===== config.mk =====
export PLATFORM = sky130hd
export DESIGN_NAME = spi_cmd_ctrl_flat
export DESIGN_NICKNAME = d
export VERILOG_FILES = /design/src/rtl/spi_cmd_ctrl_if.sv /design/src/rtl/spi_cmd_ctrl.sv /design/src/flat_wrapper.sv
export SDC_FILE = /design/constraint.sdc
export NUM_CORES = 1
export LEC_CHECK = 0
export CORE_MARGIN = 2
export CORE_UTILIZATION = 47
export DETAILED_ROUTE_END_ITERATION = 8
export PLACE_DENSITY = 0.72
export SLEW_MARGIN = 20
export SYNTH_ARGS = -nofsm -noshare
export SYNTH_HDL_FRONTEND = slang
export SYNTH_SLANG_ARGS = --single-unit

===== constraint.sdc =====
create_clock -name interface_clk -period 4.5 [get_ports interface_clk]
set_clock_uncertainty 0.15 [all_clocks]
set_input_delay 1.125 -clock interface_clk [delete_from_list [all_inputs] [get_ports interface_clk]]
set_output_delay 1.125 -clock interface_clk [all_outputs]
set_load 0.01 [all_outputs]

===== src/rtl/spi_cmd_ctrl_if.sv =====
// -----------------------------------------------------------------------------
// spi_cmd_ctrl_if
//   Bus between the SPI command sequencer and the ASCON core.
//   master : sequencer side (drives key/nonce/din/decrypt/core_start)
//   slave  : core side (drives core_done/core_dout/core_tag/core_auth_fail)
//   key, nonce     KEY_W   operand registers
//   din            DATA_W  data block to process
//   decrypt        1       0 = encrypt, 1 = decrypt
//   core_start     1       one-cycle start pulse
//   core_done      1       one-cycle completion pulse
//   core_dout      DATA_W  result block, valid with core_done
//   core_tag       KEY_W   result tag, valid with core_done
//   core_auth_fail 1       tag mismatch on decrypt, valid with core_done
// -----------------------------------------------------------------------------
interface spi_cmd_ctrl_if #(
    parameter int KEY_W  = 128,
    parameter int DATA_W = 64
);
    logic [KEY_W-1:0]  key;
    logic [KEY_W-1:0]  nonce;
    logic [DATA_W-1:0] din;
    logic              decrypt;
    logic              core_start;
    logic              core_done;
    logic [DATA_W-1:0] core_dout;
    logic [KEY_W-1:0]  core_tag;
    logic              core_auth_fail;

    modport master (
        output key, nonce, din, decrypt, core_start,
        input  core_done, core_dout, core_tag, core_auth_fail
    );

    modport slave (
        input  key, nonce, din, decrypt, core_start,
        output core_done, core_dout, core_tag, core_auth_fail
    );
endinterface


===== src/rtl/spi_cmd_ctrl.sv =====
// -----------------------------------------------------------------------------
// spi_cmd_ctrl
//   SPI command sequencer in front of the ASCON core. Opcode frames are
//   shifted in on sdi (MSB first) while cs_n is low; writes land in the
//   key/nonce/din registers, START opcodes kick the core, and reads shift
//   the captured result or status out on sdo (MSB first, registered).
// Ports
//   interface_clk  in   sole clock, doubles as the SPI serial clock
//   reset_n        in   asynchronous active-low reset
//   cs_n           in   frame select, active low
//   sdi            in   serial in, sampled on rising edge
//   sdo            out  serial out, registered
//   core           bus  master side of spi_cmd_ctrl_if (core operands/results)
//   valid          out  result held and readable
//   auth_fail      out  captured auth fail qualified by valid
//   trigger        out  high while the core is busy
// -----------------------------------------------------------------------------
module spi_cmd_ctrl #(
    parameter int KEY_W  = 128,
    parameter int DATA_W = 64,
    parameter int OP_W   = 8
) (
    input  logic               interface_clk,
    input  logic               reset_n,
    input  logic               cs_n,
    input  logic               sdi,
    output logic               sdo,
    spi_cmd_ctrl_if.master     core,
    output logic               valid,
    output logic               auth_fail,
    output logic               trigger
);

    localparam int CNT_W = $clog2(KEY_W + 1);

    localparam logic [OP_W-1:0] OP_WR_KEY    = OP_W'(8'h01);
    localparam logic [OP_W-1:0] OP_WR_NONCE  = OP_W'(8'h02);
    localparam logic [OP_W-1:0] OP_WR_DATA   = OP_W'(8'h03);
    localparam logic [OP_W-1:0] OP_START_ENC = OP_W'(8'h04);
    localparam logic [OP_W-1:0] OP_START_DEC = OP_W'(8'h05);
    localparam logic [OP_W-1:0] OP_RD_DATA   = OP_W'(8'h06);
    localparam logic [OP_W-1:0] OP_RD_TAG    = OP_W'(8'h07);
    localparam logic [OP_W-1:0] OP_RD_STATUS = OP_W'(8'h08);

    typedef enum logic [2:0] {S_IDLE, S_OPC, S_WR, S_RD, S_IGN} state_t;
    typedef enum logic [1:0] {T_KEY, T_NONCE, T_DATA} tgt_t;

    state_t            state;
    tgt_t              wr_tgt;
    logic [CNT_W-1:0]  cnt;
    logic [OP_W-2:0]   op_sr;
    logic [KEY_W-2:0]  shadow;
    logic [KEY_W-1:0]  out_sr;
    logic              busy;
    logic              err;
    logic              auth_q;
    logic [DATA_W-1:0] dout_q;
    logic [KEY_W-1:0]  tag_q;

    logic [OP_W-1:0]   op_now;
    logic [CNT_W-1:0]  wr_last;
    logic [7:0]        status;

    // Opcode including the bit being sampled on this edge.
    assign op_now  = {op_sr, sdi};
    assign wr_last = (wr_tgt == T_DATA) ? CNT_W'(DATA_W - 1) : CNT_W'(KEY_W - 1);

    assign trigger   = busy;
    assign auth_fail = auth_q & valid;
    assign status    = {4'b0000, err, auth_fail, valid, busy};

    // Reads are left-aligned in out_sr and shifted with zero fill, so sdo
    // falls to 0 by itself once the last bit has gone out.
    assign sdo = out_sr[KEY_W-1];

    always_ff @(posedge interface_clk or negedge reset_n) begin
        if (!reset_n) begin
            state           <= S_IDLE;
            wr_tgt          <= T_KEY;
            cnt             <= '0;
            op_sr           <= '0;
            shadow          <= '0;
            out_sr          <= '0;
            busy            <= 1'b0;
            err             <= 1'b0;
            auth_q          <= 1'b0;
            valid           <= 1'b0;
            dout_q          <= '0;
            tag_q           <= '0;
            core.key        <= '0;
            core.nonce      <= '0;
            core.din        <= '0;
            core.decrypt    <= 1'b0;
            core.core_start <= 1'b0;
        end else begin
            core.core_start <= 1'b0;

            // Completion. Decode below reads the pre-capture register values,
            // so a START on this edge still sees busy and a status read
            // reports the old state. busy gates both sides exclusively.
            if (busy && core.core_done) begin
                busy   <= 1'b0;
                valid  <= 1'b1;
                dout_q <= core.core_dout;
                tag_q  <= core.core_tag;
                auth_q <= core.core_auth_fail;
            end

            if (cs_n) begin
                // Frame abort/end from any state; uncommitted writes are lost.
                state  <= S_IDLE;
                cnt    <= '0;
                out_sr <= '0;
            end else begin
                case (state)
                    S_IDLE: begin
                        // First edge with cs_n low samples opcode bit 1 of OP_W.
                        op_sr <= (OP_W-1)'(sdi);
                        cnt   <= CNT_W'(1);
                        state <= S_OPC;
                    end

                    S_OPC: begin
                        op_sr <= op_now[OP_W-2:0];
                        cnt   <= cnt + 1'b1;
                        if (cnt == CNT_W'(OP_W - 1)) begin
                            cnt <= '0;
                            case (op_now)
                                OP_WR_KEY: begin
                                    state  <= S_WR;
                                    wr_tgt <= T_KEY;
                                end
                                OP_WR_NONCE: begin
                                    state  <= S_WR;
                                    wr_tgt <= T_NONCE;
                                end
                                OP_WR_DATA: begin
                                    state  <= S_WR;
                                    wr_tgt <= T_DATA;
                                end
                                OP_START_ENC, OP_START_DEC: begin
                                    state <= S_IGN;
                                    if (busy) begin
                                        err <= 1'b1;
                                    end else begin
                                        core.decrypt    <= op_now[0];
                                        core.core_start <= 1'b1;
                                        busy            <= 1'b1;
                                        valid           <= 1'b0;
                                    end
                                end
                                OP_RD_DATA: begin
                                    state  <= S_RD;
                                    out_sr <= KEY_W'(dout_q) << (KEY_W - DATA_W);
                                end
                                OP_RD_TAG: begin
                                    state  <= S_RD;
                                    out_sr <= tag_q;
                                end
                                OP_RD_STATUS: begin
                                    // Shift out the value before the clear.
                                    state  <= S_RD;
                                    out_sr <= KEY_W'(status) << (KEY_W - 8);
                                    err    <= 1'b0;
                                end
                                default: begin
                                    state <= S_IGN;
                                    err   <= 1'b1;
                                end
                            endcase
                        end
                    end

                    S_WR: begin
                        shadow <= {shadow[KEY_W-3:0], sdi};
                        cnt    <= cnt + 1'b1;
                        if (cnt == wr_last) begin
                            // Commit edge; anything after it is sunk.
                            state <= S_IGN;
                            if (busy) begin
                                err <= 1'b1;
                            end else begin
                                case (wr_tgt)
                                    T_KEY:   core.key   <= {shadow, sdi};
                                    T_NONCE: core.nonce <= {shadow, sdi};
                                    default: core.din   <= {shadow[DATA_W-2:0], sdi};
                                endcase
                            end
                        end
                    end

                    S_RD: begin
                        out_sr <= out_sr << 1;
                    end

                    default: begin
                        // S_IGN: sink bits until cs_n rises.
                        out_sr <= '0;
                    end
                endcase
            end
        end
    end

endmodule


===== src/flat_wrapper.sv =====
// flat-port wrapper written by rule: the top's interface ports become plain ports
module spi_cmd_ctrl_flat 
#(
    parameter int KEY_W  = 128,
    parameter int DATA_W = 64,
    parameter int OP_W   = 8
)
  (interface_clk, reset_n, cs_n, sdi, sdo, valid, auth_fail, trigger, core_key, core_nonce, core_din, core_decrypt, core_core_start, core_core_done, core_core_dout, core_core_tag, core_core_auth_fail);
  spi_cmd_ctrl_if #(.KEY_W(KEY_W), .DATA_W(DATA_W)) core_i ();
  input  logic interface_clk;
  input  logic reset_n;
  input  logic cs_n;
  input  logic sdi;
  output logic sdo;
  output logic valid;
  output logic auth_fail;
  output logic trigger;
  output wire logic [$bits(core_i.key)-1:0] core_key;
  output wire logic [$bits(core_i.nonce)-1:0] core_nonce;
  output wire logic [$bits(core_i.din)-1:0] core_din;
  output wire logic [$bits(core_i.decrypt)-1:0] core_decrypt;
  output wire logic [$bits(core_i.core_start)-1:0] core_core_start;
  input wire logic [$bits(core_i.core_done)-1:0] core_core_done;
  input wire logic [$bits(core_i.core_dout)-1:0] core_core_dout;
  input wire logic [$bits(core_i.core_tag)-1:0] core_core_tag;
  input wire logic [$bits(core_i.core_auth_fail)-1:0] core_core_auth_fail;
  assign core_key = core_i.key;
  assign core_nonce = core_i.nonce;
  assign core_din = core_i.din;
  assign core_decrypt = core_i.decrypt;
  assign core_core_start = core_i.core_start;
  assign core_i.core_done = core_core_done;
  assign core_i.core_dout = core_core_dout;
  assign core_i.core_tag = core_core_tag;
  assign core_i.core_auth_fail = core_core_auth_fail;
  spi_cmd_ctrl #(.KEY_W(KEY_W), .DATA_W(DATA_W), .OP_W(OP_W)) u_core (.interface_clk(interface_clk), .reset_n(reset_n), .cs_n(cs_n), .sdi(sdi), .sdo(sdo), .core(core_i), .valid(valid), .auth_fail(auth_fail), .trigger(trigger));
endmodule

==> results of run 1 <==
how the worst max path moves through the flow:
stage | start | end | slack [ps] | cells past startpoint
2_1_floorplan | cs_n | u_core.core.key[26]$_DFFE_PN0P_ | 1460 | 7
3_5_place_dp | sdi | u_core.out_sr[10]$_DFFE_PN0P_ | 580 | 8
4_1_cts | u_core.valid$_DFF_PN0_ | auth_fail | 1200 | 2
6_report | sdi | u_core.out_sr[10]$_DFFE_PN0P_ | 1150 | 8
5_1_grt | u_core.state[0]$_DFFE_PN0P_ | u_core.core.nonce[59]$_DFFE_PN0P_ | 1070 | 6
3_3_place_gp | sdi | u_core.out_sr[11]$_DFFE_PN0P_ | 770 | 8
cell families after synthesis:
kind of cell | count (synthesis)
flip-flops | 793
multiplexers | 515
AND/OR/NAND/NOR | 510
AO/OA/AOI/OAI | 379
buffers and inverters | 176
XOR/XNOR | 6
adder cells (fa/ha/maj) | 2
critical path, delay by kind of cell:
family	cells	cell delay (ps)
and+or+nand+nor	3	1050
buffers and inverters	3	1010
AOI/OAI and AO/OA	2	440
final cells by class:
type / instances / area share
Clock buffer: 125 / 0.06111
Multi-Input combinational cell: 1412 / 0.2679
Tap cell: 864 / 0.02679
Inverter: 7 / 0.0006511
Clock inverter: 24 / 0.008867
Timing Repair Buffer: 569 / 0.1429
Sequential cell: 793 / 0.4917
flip-flops by register name, summed over array words and instances, names as in the netlist, 7 cells and up:
register	count
u_core.core.key	128
u_core.core.nonce	128
u_core.out_sr	128
u_core.tag_q	128
u_core.shadow	127
u_core.core.din	64
u_core.dout_q	64
u_core.cnt	8
u_core.op_sr	7
stage by stage:
stage          setup slack (ps)    util  area, um^2  instances
5_1_grt                    1071  0.6127       40360       3794
3_3_place_gp              765.6  0.5699       37530       3645
3_5_place_dp              577.9  0.5699       37530       3645
6_report                   1151  0.6127       40360       3794
4_1_cts                    1204  0.6127       40360       3794
2_1_floorplan              1463       -       31350       2381
power groups by stage:
stage,clock network [mW],logic (mW),registers [mW]
floorplan,0,1.33,7.88
global placement,0,1.92,8.03
detailed placement,0,1.98,8.05
CTS,7.15,1.99,7.93
global route,7.44,2.20,7.99
finish,7.00,1.99,7.94
placed cells by master (no fill, tap or decap), types with 3 or more instances in the layout:
master / Yosys / layout
buf_4: 6 / 31
and2_1: 7 / 4
clkbuf_8: 0 / 21
clkbuf_16: 0 / 84
inv_1: 7 / 7
mux2_2: 450 / 450
clkinv_2: 0 / 7
nand2b_1: 3 / 3
nor3_1: 4 / 3
a22oi_1: 110 / 110
clkbuf_1: 112 / 20
nor2_1: 60 / 59
buf_12: 0 / 15
bufinv_16: 0 / 7
o21a_1: 3 / 3
dfrtp_1: 793 / 793
a222oi_1: 21 / 21
xor2_1: 4 / 4
clkdlybuf4s50_1: 0 / 521
mux2_1: 64 / 64
o2bb2ai_1: 44 / 44
a22o_1: 39 / 39
nand3_1: 12 / 11
a211oi_1: 44 / 44
o21ai_0: 48 / 48
a21oi_1: 52 / 52
clkinvlp_4: 0 / 4
nand2_1: 402 / 402
routing by layer:
metal  global-route usage  up-vias  share of wire
li1                     -     9421              -
met3              0.03886      118          0.054
met5                    0        -        0.00015
met1               0.3104    10918           0.43
met2               0.3834      739           0.49
met4              0.07893        2          0.030
==> results.py, run 1 <==
metrics = {
    "outcome": {
        "status": "completed",
    },
    "sta": {
        "tightest_slew_ps": 1103,
        "slew_headroom": 0.2646,
        "min_period_ps": 3349,
        "whs_ps": 335.4,
        "report.final.slew_viol_count": 0,
        "hold_viol": 0,
        "period_share": 0.7443,
        "max_freq_ghz": 0.2986,
        "rsz0062_at_grt": "no",
        "setup_tns_ps": 0,
        "setup_viol": 0,
    },
    "clock_network": {
        "cts-resized-gates": 0,
        "cts_buffer_depth": 3,
        "tritoncts": "built",
        "cts_root_buf": "clkbuf_16",
        "clk_pin_slew_ps": 60,
        "htreeDepth": 3,
        "numCtsBuffers": 81,
        "post_cts_buffers": 0,
        "cts_sinks": 793,
        "holdBufCountCts": 0,
        "insertion_delay_ps": 620,
    },
    "layout": {
        "drive_above_1_share": 0.2215,
        "fill_cells": 4992,
        "fin_nets": 3063,
        "ff_latch_area_um2": 19840,
        "areaGrowthSynthToFinish_pct": 28.71,
        "multiInputGateArea_um2": 10810,
        "antenna-diode-count": 0,
    },
    "synth": {
        "ys.flop_type": "dfrtp_1",
        "yosysMostFrequentCell": "dfrtp_1",
        "ys_warn_count": 0,
        "ys_seq_area_frac": 0.6329,
        "synthCells": 2381,
        "synth_top_family_by_area": "multiplexers",
        "synthTopCellsByArea": "dfrtp_1 63%, mux2_2 16%, nand2_1 4.8%, a22oi_1 2.6%, mux2_1 2.3%",
        "syn_area_um2": 31350,
        "synth_top_area_cell": "dfrtp_1",
        "yosys.area.top_type_share": 0.6329,
        "synth_adder_area_share": 0.0007183,
        "synthSimpleGateAreaFrac": 0.06640,
        "synthTopCellsByCount": "793 x dfrtp_1, 450 x mux2_2, 402 x nand2_1",
        "synth-seq-cells": 793,
        "synth_xor_area_frac": 0.001676,
        "yosysUniqueCellTypes": 58,
        "async_reset_ff_frac": 1.000,
        "syn_area_per_cell_um2": 13.17,
        "synth-edff-count": 0,
        "synth_compound_area_frac": 0.08871,
        "syn_nets": 2580,
        "muxShareOfSynthArea": 0.1849,
    },
    "die": {
        "core_area_um2": 65860,
        "boundaryPins": 524,
        "die_w_um": 262.3,
        "fp.dieH_um": 262.3,
        "die_area_um2": 68790,
        "num_rows": 94,
        "start_util": 0.4760,
    },
    "drt": {
        "drtPass1Iterations": 6,
        "drt_iter0_markers": 1906,
        "route.detailed.drc": 0,
        "wl_um": 80490,
        "avgViaCountPerCell": 5.587,
        "drtAntennaViolNets": 0,
        "vias": 21198,
        "wl_per_cell_um": 21.22,
    },
    "placement": {
        "place.gp.congestion": 0.8221,
        "port-buffer-count": 523,
        "dpl.hpwl_um": 52870,
    },
    "grt": {
        "grt_max_degree": 128,
        "overflow": 0,
        "antenna_found_initial": 2,
        "grt_pass1_wl_um": 127600,
        "grt_util_all_layers": 0.2314,
        "first_global_vias": 22217,
    },
    "setup_path": {
        "max_stage_delay_ps": 470,
        "slowest_stage": "clkdlybuf4s50_1",
        "reg2reg_depth": 6,
        "timing.rr.end": "u_core.core.nonce[62]$_DFFE_PN0P_",
        "r2r_setup_slack_ps": 1230,
        "cp_max_fo": 67,
        "crit_chain": "clkdlybuf4s50_1, buf_4, and4b_1, and2_1, and2_2, buf_12, a22oi_1, a211oi_1",
        "worst_ep_arrival_time_ps": 3700,
        "cp-start-kind": "input port",
        "end_kind": "flop",
        "worst_ep_required_time_ps": 4850,
        "r2r-start": "u_core.state[0]$_DFFE_PN0P_",
        "critPathKind": "in2reg",
    },
    "hold_path": {
        "min_from": "u_core.core.key[75]$_DFFE_PN0P_",
        "hold_end": "u_core.core.key[75]$_DFFE_PN0P_",
        "hp-class": "reg2reg",
        "hold_path_depth": 1,
    },
    "pwr": {
        "pwr-share-seq": 0.469,
        "vdd_ir_drop_max_mv": 0.2520,
        "power_density_nw_per_um2": 419.5,
        "p_sw_mw": 4.399,
        "p_total_mw": 16.93,
        "clkPwrFrac": 0.414,
        "p_int_mw": 12.53,
        "power_frac_comb": 0.117,
        "switching_share": 0.2598,
        "power.leakage_nw": 18.98,
    },
    "flow_run": {
        "cap_viol_max_count": 0,
    },
}
Note: power is estimated with default switching activity, not from simulation.
==> run 2: changes to the inputs <==
Clock period 4.5 ns to 3.2 ns, I/O delays scaled along.
==> run 2 against run 1 <==
Effect of this change:
- combinational power grew 52%
- sequential power grew 40%
- clock power grew 35%
- sequential share of layout area shrank 0.35 points
- power grew 39%
- routed wire length grew 0.71%
- worst hold slack gained 1.5 ps
- via count grew 0.15%
- non-clock buffer count grew 27
- final area grew 0.71%
- critical path type is now reg2out
- critical endpoint is now auth_fail
==> results.py, run 2 (synthesis gave the netlist of run 1 again) <==
metrics = {
    "drt": {
        "wl_per_cell_um": 21.24,
        "route.detailed.drc": 0,
        "avgViaCountPerCell": 5.562,
        "wl_um": 81060,
        "drtPass1Iterations": 6,
        "vias": 21229,
        "drt_iter0_markers": 1772,
        "drtAntennaViolNets": 0,
    },
    "sta": {
        "hold_viol": 0,
        "min_period_ps": 2970,
        "tightest_slew_ps": 917.9,
        "period_share": 0.9280,
        "slew_headroom": 0.3881,
        "report.final.slew_viol_count": 0,
        "rsz0062_at_grt": "no",
        "whs_ps": 336.9,
        "setup_viol": 0,
        "max_freq_ghz": 0.3368,
    },
    "pwr": {
        "power_density_nw_per_um2": 580.2,
        "power.leakage_nw": 19.13,
        "vdd_ir_drop_max_mv": 0.3515,
    },
    "clock_network": {
        "tritoncts": "built",
        "cts_root_buf": "clkbuf_16",
        "insertion_delay_ps": 620,
        "numCtsBuffers": 80,
        "cts_sinks": 793,
        "htreeDepth": 3,
        "post_cts_buffers": 0,
        "cts_buffer_depth": 3,
        "clk_pin_slew_ps": 70,
    },
    "flow_run": {
        "cap_viol_max_count": 0,
    },
    "die": {
        "die_w_um": 262.3,
        "core_area_um2": 65860,
        "num_rows": 94,
        "boundaryPins": 524,
        "die_area_um2": 68790,
        "start_util": 0.4760,
        "fp.dieH_um": 262.3,
    },
    "layout": {
        "fin_cells": 3817,
        "fill_cells": 5059,
        "final_common_cell": "dfrtp_1",
        "antenna-diode-count": 0,
        "multiInputGateArea_um2": 10810,
        "areaGrowthSynthToFinish_pct": 29.63,
        "ff_latch_area_um2": 19840,
        "fin_nets": 3089,
        "drive_above_1_share": 0.2286,
        "final_cell_mix": "793 x dfrtp_1, 521 x clkdlybuf4s50_1, 450 x mux2_2",
    },
    "hold_path": {
        "hold_path_depth": 1,
        "hp-class": "reg2reg",
    },
    "setup_path": {
        "worst_ep_arrival_time_ps": 2020,
        "critPathKind": "reg2out",
        "end_kind": "primary output",
        "cp_max_fo": 4,
        "cp-start-kind": "flop",
        "worst_ep_required_time_ps": 2250,
        "reg2reg_depth": 7,
    },
    "grt": {
        "overflow": 0,
        "grt_pass1_wl_um": 128800,
        "grt_max_degree": 128,
        "antenna_found_initial": 2,
        "first_global_vias": 22028,
        "grt_util_all_layers": 0.2342,
    },
    "placement": {
        "port-buffer-count": 523,
        "dp.cells": 3671,
        "dpl.hpwl_um": 54930,
        "place.gp.congestion": 0.8334,
    },
    "outcome": {
        "status": "completed",
    },
}
-- run 2: per-stage QoR --
stage	util	TNS, ps	area, um^2	setup slack (ps)	power [mW]
floorplan	-	0	31350	488.2	12.96
global placement	0.5762	0	37950	48.33	14.18
detailed placement	0.5762	-33.39	37950	-28.07	14.30
CTS	0.6171	0	40640	197.0	23.78
global route	0.6171	0	40640	187.4	24.60
finish	0.6171	0	40640	230.5	23.58
-- run 2: what timing repair did --
item | in CTS | in global routing
resized for setup | 0 | 0
hold buffers | 1 | 0
endpoints found under the hold margin | 27 | 0
-- run 2: path summary, 6_finish.rpt --
check,slack (ps),endpoint,startpoint
hold reg to reg,340,u_core.core.key[119]$_DFFE_PN0P_,u_core.core.key[119]$_DFFE_PN0P_
setup reg to reg,300,u_core.core.nonce[109]$_DFFE_PN0P_,u_core.cnt[0]$_DFFE_PN0P_
setup / recovery,230,auth_fail,u_core.valid$_DFF_PN0_
max in group asynchronous,1390,u_core.core.nonce[70]$_DFFE_PN0P_,reset_n
min in group asynchronous,530,u_core.core.nonce[22]$_DFFE_PN0P_,reset_n
hold / removal,340,u_core.core.key[119]$_DFFE_PN0P_,u_core.core.key[119]$_DFFE_PN0P_
-- run 2: worst max-delay path, stage by stage, from the launching register on --
cell	delay [ps]
dfrtp_1	500
and2_1	310
clkdlybuf4s50_1	590
-- run 2: cell type report --
cell class | count | share of cell area
Multi-Input combinational cell | 1412 | 0.2660
Inverter | 7 | 0.0006465
Clock inverter | 30 | 0.008250
Clock buffer | 115 | 0.05772
Timing Repair Buffer | 596 | 0.1525
Sequential cell | 793 | 0.4882
Tap cell | 864 | 0.02660
-- run 2: report_power, final --
part / internal, mW / leakage, nW / total [mW] / switching (mW)
Sequential: 10.7 / 10.9 / 11.1 / 0.469
Combinational: 1.22 / 6.93 / 3.02 / 1.80
Clock: 5.53 / 1.32 / 9.44 / 3.91
-- run 2: per-layer routing --
metal / wire length (um) / vias to the layer above / GRT usage
li1: - / 9460 / -
met5: 0 / - / 0
met4: 1938 / 0 / 0.06404
met1: 34310 / 10916 / 0.3159
met2: 40070 / 730 / 0.3874
met3: 4747 / 123 / 0.04693
==> run 3: changes to the inputs <==
Settings changed: DONT_BUFFER_PORTS set to 1, PLACE_DENSITY 0.72 to not set.
==> run 3 against run 2 <==
Effect of this change:
- count of clock-buffer cells in the layout rose by 2
- clock power grew 9%
- worst hold slack lost 630 ps
- first-iteration DRC count fell by 15%
- critical path type is now reg2reg
- final area fell by 13%
- utilization down 7.9 points
- register-to-register slack improved by 20 ps
- via count is 11% lower
- global-route usage fell by 1.9 points
- combinational power fell by 20%
- worst setup slack improved by 85 ps
- non-clock buffer count shrank 548
- the run now ends with negative hold slack, max-slew violations left
==> results.py, run 3 (synthesis gave the netlist of run 1 again) <==
metrics = {
    "outcome": {
        "status": "complete, but fails checks",
        "violations": "negative hold slack, max-slew violations",
    },
    "drt": {
        "wl_um": 74480,
        "route.detailed.drc": 0,
        "wl_per_cell_um": 22.68,
        "drt_iter0_markers": 1512,
        "drtAntennaViolNets": 0,
        "vias": 18800,
        "avgViaCountPerCell": 5.725,
        "drtPass1Iterations": 6,
    },
    "die": {
        "core_area_um2": 65860,
        "start_util": 0.4760,
        "die_w_um": 262.3,
        "die_area_um2": 68790,
        "num_rows": 94,
        "boundaryPins": 524,
        "fp.dieH_um": 262.3,
    },
    "grt": {
        "grt_util_all_layers": 0.2148,
        "grt_max_degree": 794,
        "antenna_found_initial": 26,
        "grt_pass1_wl_um": 117900,
        "overflow": 0,
        "first_global_vias": 19340,
    },
    "sta": {
        "max_freq_ghz": 0.3467,
        "report.final.slew_viol_count": 228,
        "tightest_slew_ps": 1868,
        "whs_ps": -288.2,
        "slew_headroom": -0.2451,
        "setup_viol": 0,
        "rsz0062_at_grt": "no",
        "hold_viol": 352,
        "period_share": 0.9014,
        "min_period_ps": 2885,
        "setup_tns_ps": 0,
    },
    "pwr": {
        "vdd_ir_drop_max_mv": 0.6093,
        "power_density_nw_per_um2": 670.7,
        "p_total_mw": 23.77,
        "power.leakage_nw": 17.23,
    },
    "clock_network": {
        "cts_sinks": 793,
        "cts_buffer_depth": 3,
        "post_cts_buffers": 0,
        "cts-resized-gates": 0,
        "clk_pin_slew_ps": 60,
        "cts_root_buf": "clkbuf_16",
        "insertion_delay_ps": 620,
        "numCtsBuffers": 84,
        "htreeDepth": 3,
        "tritoncts": "built",
    },
    "setup_path": {
        "worst_ep_required_time_ps": 3560,
        "end_kind": "flop",
        "cp-start-kind": "flop",
        "worst_ep_arrival_time_ps": 3240,
        "cp_max_fo": 32,
        "critPathKind": "reg2reg",
    },
    "placement": {
        "dpl.hpwl_um": 47920,
        "port-buffer-count": 0,
        "place.gp.congestion": 0.7984,
    },
    "layout": {
        "fill_cells": 5467,
        "final_common_cell": "dfrtp_1",
        "final_cell_mix": "793 x dfrtp_1, 450 x mux2_2, 402 x nand2_1",
        "drive_above_1_share": 0.2742,
        "fin_nets": 2545,
        "areaGrowthSynthToFinish_pct": 13.06,
    },
    "flow_run": {
        "cap_viol_max_count": 0,
    },
    "hold_path": {
        "hp-class": "in2async",
    },
}
[run 3: changes by cell type in the layout (fill, tap and decap cells not counted), moves of 3 or more]
| cell | previous run | this run |
|---|---|---|
| buf_12 | 33 | 26 |
| buf_4 | 39 | 22 |
| bufinv_16 | 5 | 10 |
| clkbuf_1 | 16 | 10 |
| clkbuf_16 | 82 | 85 |
| clkbuf_8 | 17 | 22 |
| clkdlybuf4s50_1 | 521 | 0 |
| clkinv_2 | 17 | 13 |
| diode_2 | 0 | 9 |
[run 3: layout make-up]
class,instances,area (um^2),share of cell area
inverters,7,26.28,0.0007412
clock buffers,117,2467,0.06961
diodes,9,22.52,0.0006353
repair buffers,48,685.7,0.01934
multi-input cells,1412,10810,0.3050
flip-flops and latches,793,19840,0.5598
well taps,864,1081,0.03050
clock inverters,34,508.0,0.01433
[run 3: worst max-delay path, stage by stage (launching register included)]
cell and delay [ps]:
dfrtp_1 420, ha_1 220, nand2_1 100, or3_1 410, nor2_1 310, and4b_4 530, buf_12 260, mux2_2 360
[run 3: path summary, 6_finish.rpt]
path | start | endpoint | slack, ps | depth (start not counted)
setup / recovery | u_core.cnt[0]$_DFFE_PN0P_ | u_core.core.nonce[12]$_DFFE_PN0P_ | 320 | 7
hold reg to reg | u_core.out_sr[3]$_DFFE_PN0P_ | u_core.out_sr[3]$_DFFE_PN0P_ | 340 | 1
hold / removal | reset_n | u_core.core.key[39]$_DFFE_PN0P_ | -290 | 0
max in group asynchronous | reset_n | u_core.shadow[84]$_DFFE_PN0P_ | 1680 | 0
min in group interface_clk | core_core_done | u_core.trigger$_DFF_PN0_ | 110 | 1
setup reg to reg | u_core.cnt[0]$_DFFE_PN0P_ | u_core.core.nonce[12]$_DFFE_PN0P_ | 320 | 7
[run 3: per-stage QoR]
| step | instances | hold slack (ps) | utilization | cell area, um^2 | worst slack [ps] |
|---|---|---|---|---|---|
| finish | 3284 | -288.2 | 0.5382 | 35450 | 315.5 |
| global route | 3280 | -328.2 | 0.5381 | 35440 | 151.1 |
| CTS | 3275 | -319.8 | 0.5379 | 35430 | 292.5 |
| detailed placement | 3124 | 323.9 | 0.4927 | 32450 | 280.2 |
| global placement | 3124 | 319.7 | 0.4927 | 32450 | 301.5 |
| floorplan | 2381 | 305.1 | - | 31350 | 488.2 |
[run 3: power breakdown]
group	switching (mW)	internal, mW	total [mW]
registers	0.426	10.7	11.1
logic	1.53	0.897	2.43
clock network	4.04	6.23	10.3
total	6.00	17.8	23.8
[run 3: layer usage]
metal  GRT usage  vias to the layer above  part of all wire
met5           0                        -            0.0034
met1      0.2674                     9668              0.40
li1            -                     8411                 -
met3     0.07847                      158             0.080
met4     0.06680                       38             0.027
met2      0.3496                      525              0.49
